**src/rtl/hello_pkg.sv**
```systemverilog
// Shared constants for the HELLO scroller: character codes, the fixed message,
// controller state type and the display-code builder.
package hello_pkg;

   localparam logic [2:0] CH_H     = 3'd0;
   localparam logic [2:0] CH_E     = 3'd1;
   localparam logic [2:0] CH_L     = 3'd2;
   localparam logic [2:0] CH_O     = 3'd3;
   localparam logic [2:0] CH_BLANK = 3'd7;

   // MSG[0] is the first character shown on the leftmost display at offset 0.
   localparam logic [7:0][2:0] MSG = {CH_BLANK, CH_BLANK, CH_BLANK, CH_O,
                                      CH_L, CH_L, CH_E, CH_H};

   typedef enum logic {
      ST_STOP = 1'b0,
      ST_RUN  = 1'b1
   } state_e;

   function automatic logic [23:0] codes_for(input logic [2:0] pos);
      logic [23:0] r;
      r = '0;
      for (int unsigned k = 0; k < 8; k++) begin
         r[3*k +: 3] = MSG[3'(7 - k + pos)];
      end
      return r;
   endfunction

endpackage

```
**src/rtl/tick_prescaler.sv**
```systemverilog
// Scroll-rate prescaler: counts 0..TICK_DIV-1 while enabled, wraps at terminal count.
module tick_prescaler #(
   parameter int unsigned TICK_DIV = 50000000
) (
   input  logic clk,
   input  logic rst,
   input  logic clr,
   input  logic en,
   output logic tc
);

   localparam int unsigned W = (TICK_DIV > 1) ? $clog2(TICK_DIV) : 1;

   logic [W-1:0] cnt_q, cnt_d;

   assign tc = (cnt_q == W'(TICK_DIV - 1));

   always_comb begin
      cnt_d = cnt_q;
      if (clr) begin
         cnt_d = '0;
      end else if (en) begin
         cnt_d = tc ? '0 : cnt_q + 1'b1;
      end
   end

   always_ff @(posedge clk) begin
      if (rst) begin
         cnt_q <= '0;
      end else begin
         cnt_q <= cnt_d;
      end
   end

endmodule

```
**src/rtl/hello_scroll_ctrl.sv**
```systemverilog
// Rotating "HELLO" message controller driving eight HELO display code slots.
// Optional HELLO_SCROLL_REVERSE_EN adds a Dir input for backward scrolling.
module hello_scroll_ctrl
   import hello_pkg::*;
#(
   parameter int unsigned TICK_DIV = 50000000
) (
   input  logic        Clk,
   input  logic        Reset,
   input  logic        Run,
   input  logic        Step,
`ifdef HELLO_SCROLL_REVERSE_EN
   input  logic        Dir,
`endif
   output logic [23:0] Codes,
   output logic [2:0]  Pos,
   output logic        Tick
);

   state_e      state_q, state_d;
   logic [2:0]  pos_q, pos_d;
   logic [23:0] codes_q, codes_d;
   logic        tick_q, tick_d;
   logic        step_q, step_d;
   logic        tc;
   logic        advance;
   logic [2:0]  delta;

   // Prescaler follows the next state so RUN entry counts from its first cycle
   // and every STOP cycle holds it cleared.
   tick_prescaler #(
      .TICK_DIV(TICK_DIV)
   ) u_prescaler (
      .clk(Clk),
      .rst(Reset),
      .clr(state_d == ST_STOP),
      .en (state_d == ST_RUN),
      .tc (tc)
   );

`ifdef HELLO_SCROLL_REVERSE_EN
   assign delta = Dir ? 3'd7 : 3'd1;
`else
   assign delta = 3'd1;
`endif

   always_comb begin
      state_d = Run ? ST_RUN : ST_STOP;
      step_d  = Step;
      advance = 1'b0;
      if (state_d == ST_RUN) begin
         advance = tc;
      end else begin
         advance = Step & ~step_q;
      end
      pos_d   = advance ? pos_q + delta : pos_q;
      tick_d  = advance;
      codes_d = codes_for(pos_q);
   end

   always_ff @(posedge Clk) begin
      if (Reset) begin
         state_q <= ST_STOP;
         pos_q   <= '0;
         tick_q  <= 1'b0;
         step_q  <= 1'b0;
         codes_q <= codes_for(3'd0);
      end else begin
         state_q <= state_d;
         pos_q   <= pos_d;
         tick_q  <= tick_d;
         step_q  <= step_d;
         codes_q <= codes_d;
      end
   end

   assign Codes = codes_q;
   assign Pos   = pos_q;
   assign Tick  = tick_q;

endmodule

```
**config.mk**
```make
export PLATFORM = sky130hd
export DESIGN_NAME = hello_scroll_ctrl
export DESIGN_NICKNAME = d
export VERILOG_FILES = /design/src/rtl/hello_pkg.sv /design/src/rtl/tick_prescaler.sv /design/src/rtl/hello_scroll_ctrl.sv
export SDC_FILE = /design/constraint.sdc
export NUM_CORES = 1
export LEC_CHECK = 0
export BUFFER_PORTS_ARGS = -buffer_cell sky130_fd_sc_hd__buf_2
export CAP_MARGIN = 20
export CORE_MARGIN = 1.5
export CORE_UTILIZATION = 45
export DETAILED_ROUTE_END_ITERATION = 8
export GPL_TIMING_DRIVEN = 0
export PLACE_DENSITY = 0.65
export SYNTH_ARGS = -nofsm -noshare
export SYNTH_HDL_FRONTEND = slang
export SYNTH_SLANG_ARGS = --single-unit
```
**constraint.sdc**
```tcl
create_clock -name Clk -period 2.2 [get_ports Clk]
set_input_delay 0.11 -clock Clk [delete_from_list [all_inputs] [get_ports Clk]]
set_output_delay 0.11 -clock Clk [all_outputs]
set_load 0.02 [all_outputs]
```
* After elaboration in Yosys (flattened, before gate mapping)
Memory sizes are Yosys's and may differ from the RTL's. A register that Yosys moved wholly into a read port is not among the register bits. Cells that the tools add are included.
Storage, ports and cells: output and inout port bits 28, bits in read-only memories 192, logic and storage cells 28, memories kept 8, bits in registers 31
Cells by class: equality and inequality tests 1, add/subtract/negate cells 9, mux-type cells 2, bitwise logic cells 3, reduce and logical (&&, ||, !) cells 1
Memories:
- (no name shown) | words 8, bits a word 3, read ports 1, clocked after memory_dff 1, write ports 0, RTL line hello_pkg.sv:24 | r[3*k +: 3] = MSG[3'(7 - k + pos)];
- (no name shown) | words 8, bits a word 3, read ports 1, clocked after memory_dff 1, write ports 0, RTL line hello_pkg.sv:24
- (no name shown) | words 8, bits a word 3, read ports 1, clocked after memory_dff 1, write ports 0, RTL line hello_pkg.sv:24
- (no name shown) | words 8, bits a word 3, read ports 1, clocked after memory_dff 1, write ports 0, RTL line hello_pkg.sv:24
- (no name shown) | words 8, bits a word 3, read ports 1, clocked after memory_dff 1, write ports 0, RTL line hello_pkg.sv:24
- (no name shown) | words 8, bits a word 3, read ports 1, clocked after memory_dff 1, write ports 0, RTL line hello_pkg.sv:24
- +2 memories
Operators with widths (count):
- adder 26 x 1 -> 26 bit, second input constant | 1
- equality test 26 bit, second input constant | 1
- adder 3 bit, first input constant | 4
- adder 2 x 3 -> 3 bit, first input constant | 2
- adder 1 x 3 -> 3 bit, first input constant | 1
- adder 3 x 1 -> 3 bit, second input constant | 1
- OR reduction 3 bit | 1
- two-way mux 1 bit | 2
- NOT 1 bit | 2
- AND 1 bit | 1

* Logic depth before layout (Yosys ltp)
depth in word-level cells 3, gate-level depth with buffers 8

* Cells and area by module
From an unflattened synthesis, not the netlist that was laid out.
Second synthesis, totals: cell total of the unflattened synthesis 261, area total of the unflattened synthesis 2432.3 um2
By module, submodules not included:
- tick_prescaler | times used 1, cells an instance 167, area each 1396.3 um2
- hello_scroll_ctrl | times used 1, cells an instance 94, area each 1036.0 um2

* Least setup slack after synthesis
No wires, ideal clock.
path kind register to register, start point register u_prescaler.cnt_q[0], end point register pos_q[0], in the netlist Pos[0], data arrival time 1495 ps, setup slack 582 ps, cell stages (with the launch flop) 6, path buffers 0, cells stage by stage dfxtp_1 > ha_1 > nand4_1 > nor4_2 > a21oi_2 > mux2_1
On the way: word-level cells in the longest chain between the ends 2
Ends and longest elaborated chain:
- start: declaration | RTL line tick_prescaler.sv:14 | logic [W-1:0] cnt_q, cnt_d;
- start signal: assignment | RTL line tick_prescaler.sv:31 | cnt_q <= cnt_d;
- equality test 26 bit | RTL line tick_prescaler.sv:16 | assign tc = (cnt_q == W'(TICK_DIV - 1));
- two-way mux 1 bit | RTL line hello_scroll_ctrl.sv:51 | if (state_d == ST_RUN) begin
- end signal: assignment | RTL line hello_scroll_ctrl.sv:70 | pos_q <= pos_d;
- end: declaration | RTL line hello_scroll_ctrl.sv:21 | logic [2:0] pos_q, pos_d;
Every way passes these cells. A chain may end at the register's enable or synchronous reset.

* Worst setup path in the final report
start point register u_prescaler.cnt_q[0], end point register u_prescaler.cnt_q[2]
On the way: word-level cells in the longest chain between the ends 2, elaborated cells between the ends (all ways) 3, those cells by class add/sub (1); eq/ne (1); reduce/logical (1)
Ends and longest elaborated chain:
- parallel branches: the longest is 2 deep, another holds adder 26 x 1 -> 26 bit
Several ways; the timed one is not identified.

==> impl_metrics.yaml <==
timing:
  finalSetupViolCount: 0
  min_period_over_period: 0.849
  relSlewSlack: 0.690
  report.final.slew_viol_count: 0
  finalHoldViolCount: 0
  max_freq_mhz: 535
  skew_ns: 0.00825
  tns_ns: 0
  rsz0062_at_grt: "no"
  post-route-min-period_ns: 1.87
  tightest_slew_ns: 0.465
  fin_ws_ns: 0.331
synthesis:
  async_reset_ff_frac: 0
  yosys_warnings: 0
  synth.most_common_cell: "dfxtp_1"
  syn_nets: 232
  synth_mux_area_frac: 0.0147
  synth-main-ff-cell: "dfxtp_1"
  synth.area.top_cells: "dfxtp_1 52%, nor2_1 7.4%, xor2_1 7.0%, ha_1 5.3%, nand3_1 4.5%"
  synth_compound_area_frac: 0.0147
  ys_top_cells_by_count: "55 x dfxtp_1, 42 x nor2_1, 19 x nand3_1"
  synth_top_area_cell: "dfxtp_1"
  synthSimpleGateAreaFrac: 0.261
  ys_types: 33
  synth_seq_cells: 55
  synth_fa_ha_area_frac: 0.0528
  netlist_area_mm2: 0.00213
  ys_seq_area_frac: 0.517
  syn_inst: 219
  syn-mean-instance-area_um2: 9.73
  synth_top_area_frac: 0.517
  synth_edf_count: 0
  synthXorXnorAreaFrac: 0.103
  synth_top_family_by_area: "simple AND/OR/NAND/NOR gates"
setup_path:
  crit_slowest_cell: "nor4_2"
  crit_chain: "ha_1 -> nand4_1 -> nor4_2 -> or3b_1 -> buf_6 -> buf_6 -> nor2_1"
  cp.required_ns: 2.41
  path_class: "flip-flop to flip-flop"
  cp_common_cell: "buf_6"
  worst-path-max-fanout: 10
  cp_slowest_stage_delay_ns: 0.41
  cpLargestDelayFamily: "simple AND/OR/NAND/NOR gates"
  start_kind: "flip-flop"
  cp_num_buf_inv: 2
  arrival_ns: 2.07
  end_kind: "flip-flop"
floorplan:
  die_h_um: 71.8
  initial_utilization: 0.479
  die_w_um: 71.8
  io_pins: 32
  core_mm2: 0.00444
  fp-row-count: 24
  die_area_mm2: 0.00516
cts:
  clockRootBuffer: "clkbuf_8"
  holdBufCountCts: 0
  h-tree-depth: 2
  clk_pin_slew_ns: 0.10
  cts_tree: "built"
  cts_resized: 0
  numClockSinks: 55
  clk_latency_ns: 0.31
  cts_buffers: 5
  postCtsSetupBuffers: 0
  cts.path.max_buffers: 2
routing:
  route.detailed.drc: 0
  drt-initial-drc-count: 62
  drtAntennaViolNets: 0
  routedWlPerCell_um: 12.3
  first_pass_iters: 4
  routed-via-count: 1515
  wirelength_um: 3820
  viasPerCell: 4.90
pwr:
  irDropWorstVdd_mv: 0.374
  seq_power_share: 0.611
  power_density_mw_per_mm2: 687
  p_comb_frac: 0.061
  p_sw_frac: 0.241
  p_clk_frac: 0.328
  p_switching_w: 0.000402
  p_leak_nw: 0.939
  p_int_w: 0.00127
final_layout:
  finish.utilization: 0.548
  fin_nets: 269
  finish.instance_area_mm2: 0.00243
  diodes: 0
  area_growth_pct: 14.3
  fill_cells: 408
  drive_gt1_frac: 0.195
global_route:
  grt_max_degree: 18
  antenna_found_initial: 0
  grt_pass1_wl_um: 6550
  grt-ovfl-total: 0
  grt_usage: 0.164
  grt_pass1_vias: 1382
placement:
  gp_congestion: 0.819
  dp_slack_ns: 0.307
  port_buffers: 30
  dp_hpwl_um: 2810
  dpl_cell_area_mm2: 0.00235
status:
  status: "finished clean"
job:
  maxCapViolCount: 0
hold_path:
  hold_path.class: "primary input to flip-flop"
[sequential cells by signal (all words and copies together), names as in the netlist]
| register | cells |
|---|---|
| Tick | 1 |
| u_prescaler.cnt_q | 26 |
| Codes | 24 |
| Pos | 3 |
| step_q | 1 |
[metrics by stage]
step	power (W)	instances	hold WS [ns]
after global routing	0.00174	309	0.0224
after CTS	0.00169	309	0.0207
after floorplan	0.00111	219	0.238
after global placement	0.00115	301	0.342
after detailed placement	0.00115	301	0.349
final	0.00167	309	0.0235
[cell usage in the layout, fill, tap and decap left out]
cell type   count
dfxtp_1        55
mux2i_1         2
and4_1          2
nor2b_1         1
a21o_1          1
nor4b_1         1
nor3b_1         2
nor4_1          2
a21oi_1         2
nor4_4          2
clkinv_2        1
nand2_1        13
mux2_1          1
or3b_1          1
clkbuf_1        1
and3_1          1
o21ai_0         1
xor2_1         17
xnor2_1         8
buf_1           1
nand3_1        19
a21oi_2         1
inv_1           8
ha_1            9
and4b_1         1
buf_6           3
or3_1           2
nand4_1         9
clkinv_1        1
clkinvlp_4      2
nor2_1         42
buf_2          31
clkbuf_8        5
nor4_2          1
or2_2           4
nor3_1          4
[per-layer routing]
metal	share of wire	GRT usage
met4	0.018	0.0629
met1	0.48	0.223
met2	0.44	0.242
met5	0	0
met3	0.054	0.0563
[power by group through the flow]
| stage | Combinational (W) | Sequential [W] | Clock, W |
|---|---|---|---|
| 3_5_place_dp | 0.000104 | 0.00104 | 0 |
| 2_1_floorplan | 0.0000498 | 0.00107 | 0 |
| 3_3_place_gp | 0.000104 | 0.00104 | 0 |
| 4_1_cts | 0.000104 | 0.00102 | 0.000569 |
| 5_1_grt | 0.000113 | 0.00102 | 0.000604 |
| 6_report | 0.000102 | 0.00102 | 0.000549 |
[path summary, 6_finish.rpt]
path / cells after the start / slack (ns) / start / endpoint
worst max-delay path: 7 / 0.33 / u_prescaler.cnt_q[0] / u_prescaler.cnt_q[2]
worst min register to register: 1 / 0.46 / u_prescaler.cnt_q[0] / u_prescaler.cnt_q[0]
worst min-delay path: 2 / 0.02 / Step / step_q
worst max register to register: 7 / 0.33 / u_prescaler.cnt_q[0] / u_prescaler.cnt_q[2]
[layout make-up]
type                            instances  area, µm²  area share
Clock buffer                            5       68.8      0.0283
Inverter                                9       33.8      0.0139
Clock inverter                          3       20.0     0.00822
Multi-Input combinational cell        149        950       0.390
Sequential cell                        55       1100       0.452
Tap cell                               52       65.1      0.0267
Timing Repair Buffer                   30        150      0.0617
Buffer                                  6       46.3      0.0190
[cell families (layout without fill, tap and decap cells)]
logic type               Yosys count  count (layout)
AND/OR/NAND/NOR                  107             107
multiplexers                       3               3
XOR/XNOR                          25              25
flip-flops                        55              55
adder cells (fa/ha/maj)            9               9
buffers and inverters             15              53
AO/OA/AOI/OAI                      5               5
No activity file was read; power rests on OpenSTA's default activity.
